`src/rtl/aq_gemac_pkg.sv`:
```
// Shared constants and types for the AQ GEMAC pause / priority flow control logic.
package aq_gemac_pkg;

  localparam int PFC_MAX_CLASS = 8;
  localparam int PFC_QUANTA_W  = 16;

  typedef enum logic {
    PAUSE_LEGACY = 1'b0,
    PAUSE_PFC    = 1'b1
  } pause_mode_e;

endpackage

```
`src/rtl/aq_gemac_pfc_timer.sv`:
```
// One priority class worth of pause timing: quanta counter, registered
// transmit-inhibit and a one-cycle expiry pulse on natural countdown to zero.
module aq_gemac_pfc_timer
  import aq_gemac_pkg::*;
#(
  parameter int QUANTA_W = PFC_QUANTA_W
) (
  input  logic                CLK,
  input  logic                RST_N,
  input  logic                load,
  input  logic [QUANTA_W-1:0] load_value,
  input  logic                sub,
  input  logic                enable,
  output logic                apply,
  output logic                expire
);

  logic [QUANTA_W-1:0] count;
  logic                count_nz;
  logic                count_one;

  assign count_nz  = (count != '0);
  assign count_one = (count == QUANTA_W'(1));

  // A load wins over a coincident quantum tick; loading zero is an XON and
  // therefore never reports an expiry.
  always_ff @(posedge CLK or negedge RST_N) begin
    if (!RST_N) begin
      count  <= '0;
      apply  <= 1'b0;
      expire <= 1'b0;
    end else begin
      if (load) begin
        count <= load_value;
      end else if (sub && count_nz) begin
        count <= count - QUANTA_W'(1);
      end
      apply  <= count_nz & enable;
      expire <= ~load & sub & count_one;
    end
  end

endmodule

```
`src/rtl/aq_gemac_pfc_ctrl.sv`:
```
// Tx-side pause / PFC controller: synchronises the Rx pause request, captures
// the frame's quanta and drives one pause timer per priority class.
module aq_gemac_pfc_ctrl
  import aq_gemac_pkg::*;
#(
  parameter int NUM_CLASS = PFC_MAX_CLASS,
  parameter int QUANTA_W  = PFC_QUANTA_W
) (
  input  logic                          CLK,
  input  logic                          RST_N,
  input  logic                          PFC_MODE,
  input  logic [NUM_CLASS-1:0]          TX_PAUSE_ENABLE,
  input  logic [NUM_CLASS*QUANTA_W-1:0] PAUSE_QUANTA,
  input  logic [NUM_CLASS-1:0]          PAUSE_CLASS_VEC,
  input  logic                          PAUSE_QUANTA_VALID,
  output logic                          PAUSE_QUANTA_COMPLETE,
  input  logic                          PAUSE_QUANTA_SUB,
  output logic [NUM_CLASS-1:0]          PAUSE_APPLY,
  output logic                          PAUSE_ANY,
  output logic [NUM_CLASS-1:0]          PAUSE_EXPIRE
);

  logic                          sync1;
  logic                          sync2;
  logic [1:0]                    sync_live;
  logic [NUM_CLASS*QUANTA_W-1:0] quanta_hold;
  logic [NUM_CLASS-1:0]          vec_hold;
  logic                          load_evt;
  pause_mode_e                   mode;

  assign mode = pause_mode_e'(PFC_MODE);

  // sync_live marks when sync2 holds a genuine sample, so a VALID held high
  // across reset is not mistaken for a fresh rising edge.
  always_ff @(posedge CLK or negedge RST_N) begin
    if (!RST_N) begin
      sync1       <= 1'b0;
      sync2       <= 1'b0;
      sync_live   <= 2'b00;
      quanta_hold <= '0;
      vec_hold    <= '0;
    end else begin
      sync1       <= PAUSE_QUANTA_VALID;
      sync2       <= sync1;
      sync_live   <= {sync_live[0], 1'b1};
      quanta_hold <= PAUSE_QUANTA;
      vec_hold    <= PAUSE_CLASS_VEC;
    end
  end

  assign load_evt              = sync1 & ~sync2 & sync_live[1];
  assign PAUSE_QUANTA_COMPLETE = sync1 & sync2;

  // Legacy pause broadcasts class-0 quanta to every class.
  for (genvar i = 0; i < NUM_CLASS; i++) begin : g_class
    logic                cls_load;
    logic [QUANTA_W-1:0] cls_value;

    assign cls_load  = load_evt & ((mode == PAUSE_LEGACY) | vec_hold[i]);
    assign cls_value = (mode == PAUSE_PFC) ? quanta_hold[i*QUANTA_W +: QUANTA_W]
                                           : quanta_hold[QUANTA_W-1:0];

    aq_gemac_pfc_timer #(
      .QUANTA_W(QUANTA_W)
    ) u_timer (
      .CLK       (CLK),
      .RST_N     (RST_N),
      .load      (cls_load),
      .load_value(cls_value),
      .sub       (PAUSE_QUANTA_SUB),
      .enable    (TX_PAUSE_ENABLE[i]),
      .apply     (PAUSE_APPLY[i]),
      .expire    (PAUSE_EXPIRE[i])
    );
  end

  assign PAUSE_ANY = |PAUSE_APPLY;

endmodule

```
`config.mk`:
```
export PLATFORM = sky130hd
export DESIGN_NAME = aq_gemac_pfc_ctrl
export DESIGN_NICKNAME = d
export VERILOG_FILES = /design/src/rtl/aq_gemac_pkg.sv /design/src/rtl/aq_gemac_pfc_timer.sv /design/src/rtl/aq_gemac_pfc_ctrl.sv
export SDC_FILE = /design/constraint.sdc
export NUM_CORES = 1
export LEC_CHECK = 0
export ABC_AREA = 1
export CAP_MARGIN = 20
export CELL_PAD_IN_SITES_DETAIL_PLACEMENT = 1
export CELL_PAD_IN_SITES_GLOBAL_PLACEMENT = 1
export CORE_ASPECT_RATIO = 1.25
export CORE_UTILIZATION = 45
export CTS_CLUSTER_SIZE = 30
export DETAILED_ROUTE_END_ITERATION = 8
export PLACE_DENSITY = 0.95
export RECOVER_POWER = 25
export SYNTH_ARGS = -nofsm -noshare
export SYNTH_HDL_FRONTEND = slang
export SYNTH_SLANG_ARGS = --single-unit
```
`constraint.sdc`:
```
create_clock -name CLK -period 4.4 [get_ports CLK]
set_clock_uncertainty 0.05 [all_clocks]
set_input_delay 0.88 -clock CLK [delete_from_list [all_inputs] [get_ports CLK]]
set_output_delay 0.88 -clock CLK [all_outputs]
set_load 0.005 [all_outputs]
```
==> impl_results.md, run 1 <==
* CTS Root Buffer Type: clkbuf_16
* Drt initial violations at 1,705
* Residual DRC at 0
* CTS tree: yes
* Hpwl dp at 37.64 mm
* Count leader, synth: nand2_1
* Critical path class: reg2out
* Crit path DAT at 2.10 ns
* Final TNS setup at 0 ns
* Synthesis Warnings at 0
* Filler instances at 3,736
* Post-Syn Area at around 14,000 µm²
* Measured slew at the worst slew-check pin at 2.473 ns
* RSZ-0062 raised after global routing: false
* Routed Antenna Nets at 0
* Distinct cells, synth at 43
* IO Pins at 167
* Total CTS buffers at 30
* Final Hold Viols at 0
* Pwr Density at approximately 560 nW/µm²
* Flops & latches, synth at 284
* Power Total at 0.009873 W
* Area Overhead vs Synth at 21.55%
* Synth top area share at around half
* Vias per cell at 6.117
* Post-synthesis cell count at 1,870
* Row count at 72
* Synth cell count leaders: nand2_1, dfrtp_1, nor2_1, nand3_1, a21oi_1
* Placed insts at 2,394
* Worst Path Required at 3.47 ns
* DR WL/cell at roughly 26 µm
* H-tree depth at 1
* Max IR drop VDD at 0.4069 mV
* Fin crit share at 68.75%
* Die Y at approximately 200 µm
* Failing checks: capacitance limit, slew limit
* PostCTS Resize Cnt at 0
* Share of cells above drive strength 1 at 6.412%
* Crit start category: flop
* EDFF count, synth at 0
* Via count at between 15,000 and 20,000
* Die width at around 160 µm
* Total GRT Usage at 39.11%
* Register area share after synthesis at about half
* Port-buffer cells at 166
* Syn_area_per_cell at ~7.7 µm²
* Initial core utilization at 46.09%
* Worst hold path class: reg2reg
* Post-synthesis async set-or-reset flop share at 100.0%
* Placer congestion estimate at 0.8840
* Die ar. at 32,740 µm²
* CP Max Fanout at 2
* # Post-CTS Setup Buffers at 0
* Pre-Repair DR Iteration Count at 6
* Setup violators final at 0
* Total gr overflow at 0
* Number of max-cap violations at 1
* CORE AREA at 31,260 µm²
* Clk sink count at 284
* Yosys top cell by area: dfrtp_1
* Max Slew Vio Count at between 90 and 100
* First-pass GRT wire length at 96.21 mm
* Status: finished, violations left
* Vias in the first global route at 16,280
* Clock slew seen by the registers of the worst setup and hold paths at 0.07 ns
* Worst-skew pair later-pin latency at just under 0.6 ns
* Pleak at 8.202 nW
* Nets at approximately 2,200
* Largest cells by area after synthesis: dfrtp_1, nand2_1, nor2_1, nand3_1, a21oi_1
* Synth Flop Type: dfrtp_1
* Hold_buf cts at 0
* Deepest clock path buffer count at 3
* Fmax at 330.6 MHz
* Tmin final at around 3 ns
* Fin cells at 2,454
* Post-Route WL at 62.78 mm
* Slew Limit Headroom at -64.85%
* Syn Nets at 2,035
* CP Capture Type: output port
* Initial antenna violation count at 5
* Largest net degree at the start of global routing at 92
## worst max-delay path, stage by stage, from the launching register on
cell and delay (ns):
dfrtp_1 0.43, nor4_1 0.30, buf_4 0.23, nand2_1 0.07, clkdlybuf4s50_1 0.48
## cell type report
class,instances,area (µm²),share of cell area [%]
diodes,4,10.01,0.05715
clock buffers,37,848.3,4.844
clock inverters,18,322.8,1.843
inverters,122,459.2,2.622
multi-input cells,1391,6404,36.56
flip-flops and latches,284,7107,40.58
well taps,407,509.2,2.908
repair buffers,191,1854,10.59
## report_power, final
part	total [W]	switching, W	internal, W
Sequential	0.00378	0.000666	0.00311
Clock	0.00308	0.00119	0.00189
Combinational	0.00302	0.00203	0.000983
Total	0.00987	0.00389	0.00598
## routing by layer
metal	track usage (%)	wire length, µm	up-vias
met5	0	22	-
li1	-	-	6267
met1	44.75	21430	7368
met2	64.06	29950	971
met3	7.531	5270	400
met4	30.76	6100	4
## flip-flops by register name (all words and copies together) (netlist names)
register                cells
g_class.u_timer.count     128
quanta_hold               128
g_class.u_timer.apply       8
g_class.u_timer.expire      8
vec_hold                    8
sync_live                   2
sync1                       1
sync2                       1
## worst paths after layout
path	from	to	slack, ns	cells after the start
max reg2reg	g_class[5].u_timer.count[0]$_DFFE_PN0P_	g_class[5].u_timer.count[6]$_DFFE_PN0P_	1.56	9
max	g_class[7].u_timer.apply$_DFF_PN0_	PAUSE_ANY	1.37	4
min in group asynchronous	RST_N	quanta_hold[40]$_DFF_PN0_	1.01	1
min reg2reg	sync_live[0]$_DFF_PN0_	sync_live[1]$_DFF_PN0_	0.31	0
min	sync_live[0]$_DFF_PN0_	sync_live[1]$_DFF_PN0_	0.31	0
max in group asynchronous	RST_N	g_class[7].u_timer.count[1]$_DFFE_PN0P_	1.71	2
## cell usage in the layout (no fill, tap or decap), types with 9 or more instances in the layout
| cell | instances |
|---|---|
| a21oi_1 | 125 |
| buf_4 | 25 |
| bufinv_16 | 9 |
| clkbuf_16 | 31 |
| clkdlybuf4s50_1 | 33 |
| dfrtp_1 | 284 |
| dlygate4sd3_1 | 131 |
| ha_1 | 16 |
| inv_1 | 115 |
| nand2_1 | 589 |
| nand2_2 | 13 |
| nand3_1 | 154 |
| nand3b_1 | 26 |
| nor2_1 | 267 |
| nor2_2 | 10 |
| o21ai_0 | 73 |
| o21ai_1 | 29 |
| xnor2_1 | 17 |
| xor2_1 | 15 |
## kinds of logic after synthesis
family	count (synthesis)	share of synthesized area [%]
buffers and inverters	195	6.235
DFF	284	49.32
xor gates and xnor gates	32	1.945
and+or+nand+nor	1093	31.81
other	1	0.02603
AOI/OAI and AO/OA	249	9.274
adders and majority gates	16	1.389
## through the flow
step	worst slack (ns)	utilization (%)	hold slack (ns)	cell area [µm²]
floorplan	2.455	-	0.2812	14410
global placement	1.306	52.26	0.2830	16340
detailed placement	1.178	52.26	0.2919	16340
CTS	1.392	56.00	0.3052	17510
global route	1.314	56.02	0.3352	17510
finish	1.375	56.03	0.3116	17510
(Power assumes the default switching activity.)
==> inputs of run 2 (changes only) <==
CORE_UTILIZATION = 42   (was 45)
PLACE_DENSITY = 0.91   (was 0.95)
clock period = 2.9 ns   (was 4.4 ns; I/O delays follow)
==> run 2 against run 1 <==
The flow now finishes without violations. Sequential share of layout area about the same. Final cell count grew 1.0%. Hold slack improved by 0.040 ns. Via count shrank 7.3%. Global-route usage is 8.2 points lower. Final area hardly changed. Die area grew 7.1%. Non-clock buffer count up 14. Routed wire length is 16% lower. Critical endpoint unchanged. Largest power group unchanged. Highest routed layer is now met4.
==> impl_results.md, run 2 (same netlist as run 1, synthesis figures left out) <==
* Status: finished clean
* Pre-Repair DR Iteration Count at 5 (-1)
* Via count at 13,910 (-7.3%)
* Pleak at 8.194 nW (-0.10%)
* Deepest clock path buffer count at 3 (unchanged)
* Most common cell after layout, fill and taps aside: nand2_1
* Fmax at 348.7 MHz
* CP Max Fanout at 2 (unchanged)
* Design area at 17,500 µm² (about the same)
* Max IR drop VDD at 0.4222 mV (+3.8%)
* Die Y at 209.1 µm (+3.5%)
* IO Pins at 167 (unchanged)
* Residual DRC at 0 (unchanged)
* DR WL/cell at 21.35 µm (-17%)
* Die ar. at 35,060 µm² (+7.1%)
* Vias in the first global route at 15,210 (-6.6%)
* Routed Antenna Nets at 0 (unchanged)
* CP Capture Type: output port
* Fin crit share at between 90% and 100%
* FF-to-FF Start: g_class[7].u_timer.count[0]$_DFFE_PN0P_
* Critical path class: reg2out
* Worst-skew pair later-pin latency at 0.58 ns (about the same)
* Crit. Startpoint: g_class[7].u_timer.apply$_DFF_PN0_
* Slew Limit Headroom at 17.83% (+83 points)
* Row count at 75 (+4.2%)
* Sequential cell area at 7107 µm² (unchanged)
* Worst hold path class: reg2reg
* Critical Path Slowest Stage Cell: nor4_2
* Nets at 2,199 (+0.64%)
* CTS Root Buffer Type: clkbuf_16
* CORE AREA at 33,690 µm² (+7.8%)
* Total GRT Usage at 30.93% (-8.2 points)
* Placer congestion estimate at 0.9458 (+7.0%)
* Hold wc startpoint: sync_live[0]$_DFF_PN0_
* RSZ-0062 raised after global routing: false
* Hpwl dp at 37.15 mm (-1.3%)
* Initial core utilization at 42.77% (-3.3 points)
* Power Total at 0.01378 W (+40%)
* Setup violators final at 0 (unchanged)
* Tmin final at about 2.9 ns
* Vias per cell at 5.612 (-8.2%)
* Filler instances at 4,126 (+10%)
* FF-to-FF path depth at 10 (+1)
* Area of the multi-input gates at 6410 µm² (about the same)
* Total gr overflow at 0 (unchanged)
* Largest net degree at the start of global routing at 92 (unchanged)
* Hold Crit Depth at 0 (unchanged)
* # Post-CTS Setup Buffers at 0 (unchanged)
* Drt initial violations at 873 (-49%)
* Number of max-cap violations at 0 (-1)
* Reg2Reg Setup Slack at 0.44 ns (-1.12 ns)
* Share of cells above drive strength 1 at 6.715% (+0.30 points)
* Measured slew at the worst slew-check pin at 1.233 ns (-1.240 ns)
* H-tree depth at 1 (unchanged)
* Clk sink count at 284 (unchanged)
* Area Overhead vs Synth at 21.44% (about the same)
* Max Slew Vio Count at 0 (-100%)
* Clock slew seen by the registers of the worst setup and hold paths at 0.07 ns (about the same)
* First-pass GRT wire length at 84.01 mm (-13%)
* Commonest non-fill, non-tap cells in the layout: nand2_1, dfrtp_1, nor2_1, nand3_1, dlygate4sd3_1
* Final Hold Viols at 0 (unchanged)
* Post-Route WL at 52.92 mm (-16%)
* Worst Path Required at 2.27 ns (-1.20 ns)
* DP Area at 16,500 µm² (+1.0%)
* R2r endpoint: g_class[7].u_timer.count[0]$_DFFE_PN0P_
* Hold Path End: sync_live[1]$_DFF_PN0_
* Pwr Density at 787.5 nW/µm² (+40%)
* CTS tree: yes
* Crit start category: flop
* Port-buffer cells at 166 (unchanged)
* Initial antenna violation count at 1 (-4)
* Max stage delay on crit path at 0.46 ns (-0.02 ns)
* Total CTS buffers at 30 (unchanged)
* Final TNS setup at 0 ns (unchanged)
* Crit path cell chain: nor4_2 -> buf_4 -> nand2_1 -> clkdlybuf4s50_1
* Die width at 167.7 µm (+3.5%)
* Crit path DAT at 2.24 ns (+0.14 ns)
* Largest regs: g_class.u_timer.count x128, quanta_hold x128
* Min Hold Slack at 0.3515 ns (+0.03990 ns)
run 2: changes by cell type in the layout (fill, tap and decap cells not counted):
cell             change
buf_12               +3
buf_4               +10
bufinv_16            -8
clkbuf_1             +5
clkbuf_8             +4
clkdlybuf4s50_1      -6
clkinv_2             -3
clkinv_4             +1
clkinvlp_4           -1
diode_2              -3
dlygate4sd3_1        +7
nor4_1               -1
nor4_2               +1
run 2: per-layer routing:
layer  global-route usage [%]  vias up  wire length (µm)
li1                         -     6295                 -
met1                    35.51     6887             19780
met2                    52.92      520             26240
met3                    4.583      210              2845
met4                    21.80        0              4058
met5                        0        -                 0
run 2: cell type report:
cell class                      count  area share [%]
Clock buffer                       46           5.270
Antenna cell                        1         0.01430
Multi-Input combinational cell   1391           36.63
Tap cell                          423           3.025
Inverter                          122           2.624
Sequential cell                   284           40.62
Clock inverter                      7          0.3933
Timing Repair Buffer              205           11.43
run 2: how the worst max path moves through the flow:
stage	end	slack [ns]	cells after the start
finish	PAUSE_ANY	0.03	4
global route	PAUSE_ANY	0.01	4
CTS	PAUSE_ANY	0.06	4
detailed placement	g_class[3].u_timer.count[0]$_DFFE_PN0P_	0.44	7
global placement	g_class[7].u_timer.count[8]$_DFFE_PN0P_	0.54	7
floorplan	g_class[2].u_timer.count[9]$_DFFE_PN0P_	1.14	10
run 2: power breakdown:
group / switching, W / internal (W)
registers: 0.000918 / 0.00472
logic: 0.00272 / 0.00150
clock network: 0.00165 / 0.00226
total: 0.00529 / 0.00848
run 2: what timing repair did:
action | 4_1_cts | 5_1_grt
gates resized for setup | 1 | 0
hold endpoints to repair | 37 | 0
hold buffers | 1 | 0
setup endpoints to repair | 1 | 0
run 2: through the flow:
step	cells	utilization, %	setup slack (ns)
after floorplan	1870	-	1.143
after global placement	2424	48.97	0.5400
after detailed placement	2424	48.97	0.4379
after CTS	2478	51.96	0.06213
after global routing	2479	51.94	0.01192
final	2479	51.94	0.03196
run 2: critical path: cells and delay by family, from the launching register on:
kind,cells,cell delay [ns]
flops,1,0.45
simple gates,2,0.52
buf+inv,2,0.69
==> inputs of run 3 (changes only) <==
GPL_TIMING_DRIVEN = 0   (was default)
==> run 3 against run 2 <==
Hold slack worse by 0.035 ns. Final area increased by 1.3%. Clock-buffer cell count shrank 2. Setup slack improved by 0.027 ns. Utilization up 0.65 points. Combinational power about the same. Final cell count rose by 1.9%. Critical path type unchanged.
==> impl_results.md, run 3 (same netlist as run 1, synthesis figures left out) <==
* Routed Antenna Nets at 0 (unchanged)
* Most common cell after layout, fill and taps aside: nand2_1
* FF-to-FF Start: g_class[7].u_timer.count[0]$_DFFE_PN0P_
* Measured slew at the worst slew-check pin at 1.109 ns (-0.1240 ns)
* Top cell family by delay on the critical path: buffers and inverters
* Max stage delay on crit path at 0.46 ns (about the same)
* Final Hold Viols at 0 (unchanged)
* Post-Route WL at 56.30 mm (+6.4%)
* Status: finished clean
* CP Capture Type: output port
* Hpwl dp at 39.35 mm (+5.9%)
* Max IR drop VDD at 0.4362 mV (+3.3%)
* Internal at 0.008541 W (+0.67%)
* Reg2Reg Setup Slack at 0.56 ns (+0.12 ns)
* Critical Path Slowest Stage Cell: clkdlybuf4s50_1
* Largest regs: g_class.u_timer.count x128, quanta_hold x128
* Initial core utilization at 42.77% (unchanged)
* CORE AREA at 33,690 µm² (unchanged)
* Vias in the first global route at 15,580 (+2.4%)
* Comb power frac at 30.6% (about the same)
* CTS tree: yes
* Critical path class: reg2out
* DR WL/cell at 22.30 µm (+4.4%)
* Tmin final at 2.841 ns (-0.02741 ns)
* Worst hold path class: reg2reg
* Residual DRC at 0 (unchanged)
* Switch share at 38.11% (-0.31 points)
* Pwr Density at 779.0 nW/µm² (-1.1%)
* Fin cells at 2,525 (+1.9%)
* Total GRT Usage at 32.42% (+1.5 points)
* FF-to-FF path depth at 11 (+1)
* Area Overhead vs Synth at 22.96%
* H-tree depth at 1 (unchanged)
* Row count at 75 (unchanged)
* Total gr overflow at 0 (unchanged)
* Largest net degree at the start of global routing at 113 (+23%)
* Net switching power at 0.005260 W (-0.64%)
* Final TNS setup at 0 ns (unchanged)
* Max Slew Vio Count at 0 (unchanged)
* Clk pwr share at 28.7% (+0.3 points)
* Placed insts at 2,466 (+1.7%)
* First-pass GRT wire length at 86.65 mm (+3.1%)
* Crit path cell chain: nor4_1 -> buf_2 -> nand2_1 -> clkdlybuf4s50_1
* IO Pins at 167 (unchanged)
* Worst-skew pair later-pin latency at 0.57 ns (about the same)
* Clock slew seen by the registers of the worst setup and hold paths at 0.07 ns (about the same)
* Nets at 2,240 (+1.9%)
* Worst Path Required at 2.27 ns (about the same)
* Fmax at 352.0 MHz (+0.96%)
* Die Y at 209.1 µm (unchanged)
* # Post-CTS Setup Buffers at 0 (unchanged)
* Pre-Repair DR Iteration Count at 5 (unchanged)
* Total CTS buffers at 29 (-3.3%)
* Pleak at 8.320 nW (+1.5%)
* WP buf/inv at 2 (unchanged)
* Number of max-cap violations at 0 (unchanged)
* Setup violators final at 0 (unchanged)
* R2r endpoint: g_class[7].u_timer.count[8]$_DFFE_PN0P_
* Via count at 14,230 (+2.3%)
* Crit path DAT at 2.21 ns (-0.03 ns)
* Hold wc startpoint: sync_live[0]$_DFF_PN0_
* CTS Root Buffer Type: clkbuf_16
* Port-buffer cells at 166 (unchanged)
* Seq pwr share at 40.7% (-0.2 points)
* CP Max Fanout at 2 (unchanged)
* Die ar. at 35,060 µm² (unchanged)
* Die width at 167.7 µm (unchanged)
* Drt initial violations at 835 (-4.4%)
* Fin crit share at 97.95% (-0.95 points)
* Hold Crit Depth at 0 (unchanged)
* Deepest clock path buffer count at 3 (unchanged)
* Commonest non-fill, non-tap cells in the layout: nand2_1, dfrtp_1, nor2_1, nand3_1, dlygate4sd3_1
* Filler instances at 4,069 (-1.4%)
* Share of cells above drive strength 1 at 7.490% (+0.78 points)
* Hold Path End: sync_live[1]$_DFF_PN0_
* Slew Limit Headroom at 25.83% (+8.0 points)
* Placer congestion estimate at 0.9773 (+3.3%)
* Clk sink count at 284 (unchanged)
* RSZ-0062 raised after global routing: false
* Initial antenna violation count at 5 (+4)
* Finished Core Util at 52.59% (+0.65 points)
* Crit start category: flop
* Vias per cell at 5.636 (+0.44%)
## run 3: worst reg2reg max path, stage by stage (launching register included)
cell and delay, ns:
dfrtp_1 0.42, inv_1 0.13, ha_1 0.27, nand2_1 0.23
nor2_2 0.10, nand2_1 0.16, nand2_2 0.16, nand2_1 0.12
buf_2 0.25, clkinv_2 0.18, nand2_1 0.09, o21ai_0 0.07
## run 3: area by class of cell
class	instances	area, µm²	share of cell area, %
sequential	284	7107	40.11
multi-input combinational	1391	6404	36.14
timing repair buffer	174	1782	10.06
clock buffer	44	862.1	4.866
tap	423	529.3	2.987
inverter	122	459.2	2.592
buffer	73	439.2	2.479
clock inverter	8	120.1	0.6780
antenna	6	15.01	0.08475
## run 3: power by group through the flow
stage | registers, W | clock network, W | logic (W)
floorplan | 0.00535 | 0 | 0.00291
global route | 0.00570 | 0.00413 | 0.00473
global placement | 0.00558 | 0 | 0.00380
detailed placement | 0.00562 | 0 | 0.00408
finish | 0.00562 | 0.00396 | 0.00422
CTS | 0.00557 | 0.00399 | 0.00421
## run 3: how the worst max path moves through the flow
stage | startpoint | end | cells after the start
floorplan | g_class[2].u_timer.count[0]$_DFFE_PN0P_ | g_class[2].u_timer.count[9]$_DFFE_PN0P_ | 10
global placement | RST_N | quanta_hold[110]$_DFF_PN0_ | 1
detailed placement | PAUSE_QUANTA_SUB | g_class[4].u_timer.expire$_DFF_PN0_ | 5
CTS | g_class[7].u_timer.apply$_DFF_PN0_ | PAUSE_ANY | 4
global route | g_class[7].u_timer.apply$_DFF_PN0_ | PAUSE_ANY | 4
finish | g_class[7].u_timer.apply$_DFF_PN0_ | PAUSE_ANY | 4
## run 3: repair_timing
action / in CTS / in global routing
hold endpoints to repair: 68 / 0
resized for setup: 0 / 0
hold buffers: 1 / 0
## run 3: per-layer routing
| metal | track usage (%) | up-vias | part of all wire [%] |
|---|---|---|---|
| met5 | 0 | - | 0 |
| met3 | 6.004 | 228 | 6.2 |
| met4 | 25.50 | 0 | 8.0 |
| met2 | 54.94 | 566 | 49 |
| li1 | - | 6382 | - |
| met1 | 35.87 | 7056 | 36 |
## run 3: through the flow
stage	area [µm²]	hold slack [ns]	power [W]	worst slack, ns
6_report	17720	0.3161	0.01380	0.05937
5_1_grt	17710	0.3241	0.01455	0.02999
4_1_cts	17700	0.3180	0.01378	0.06026
3_3_place_gp	16600	0.2846	0.009381	-11.04
3_5_place_dp	16710	0.3068	0.009692	-0.2988
2_1_floorplan	14410	0.2344	0.008257	1.143
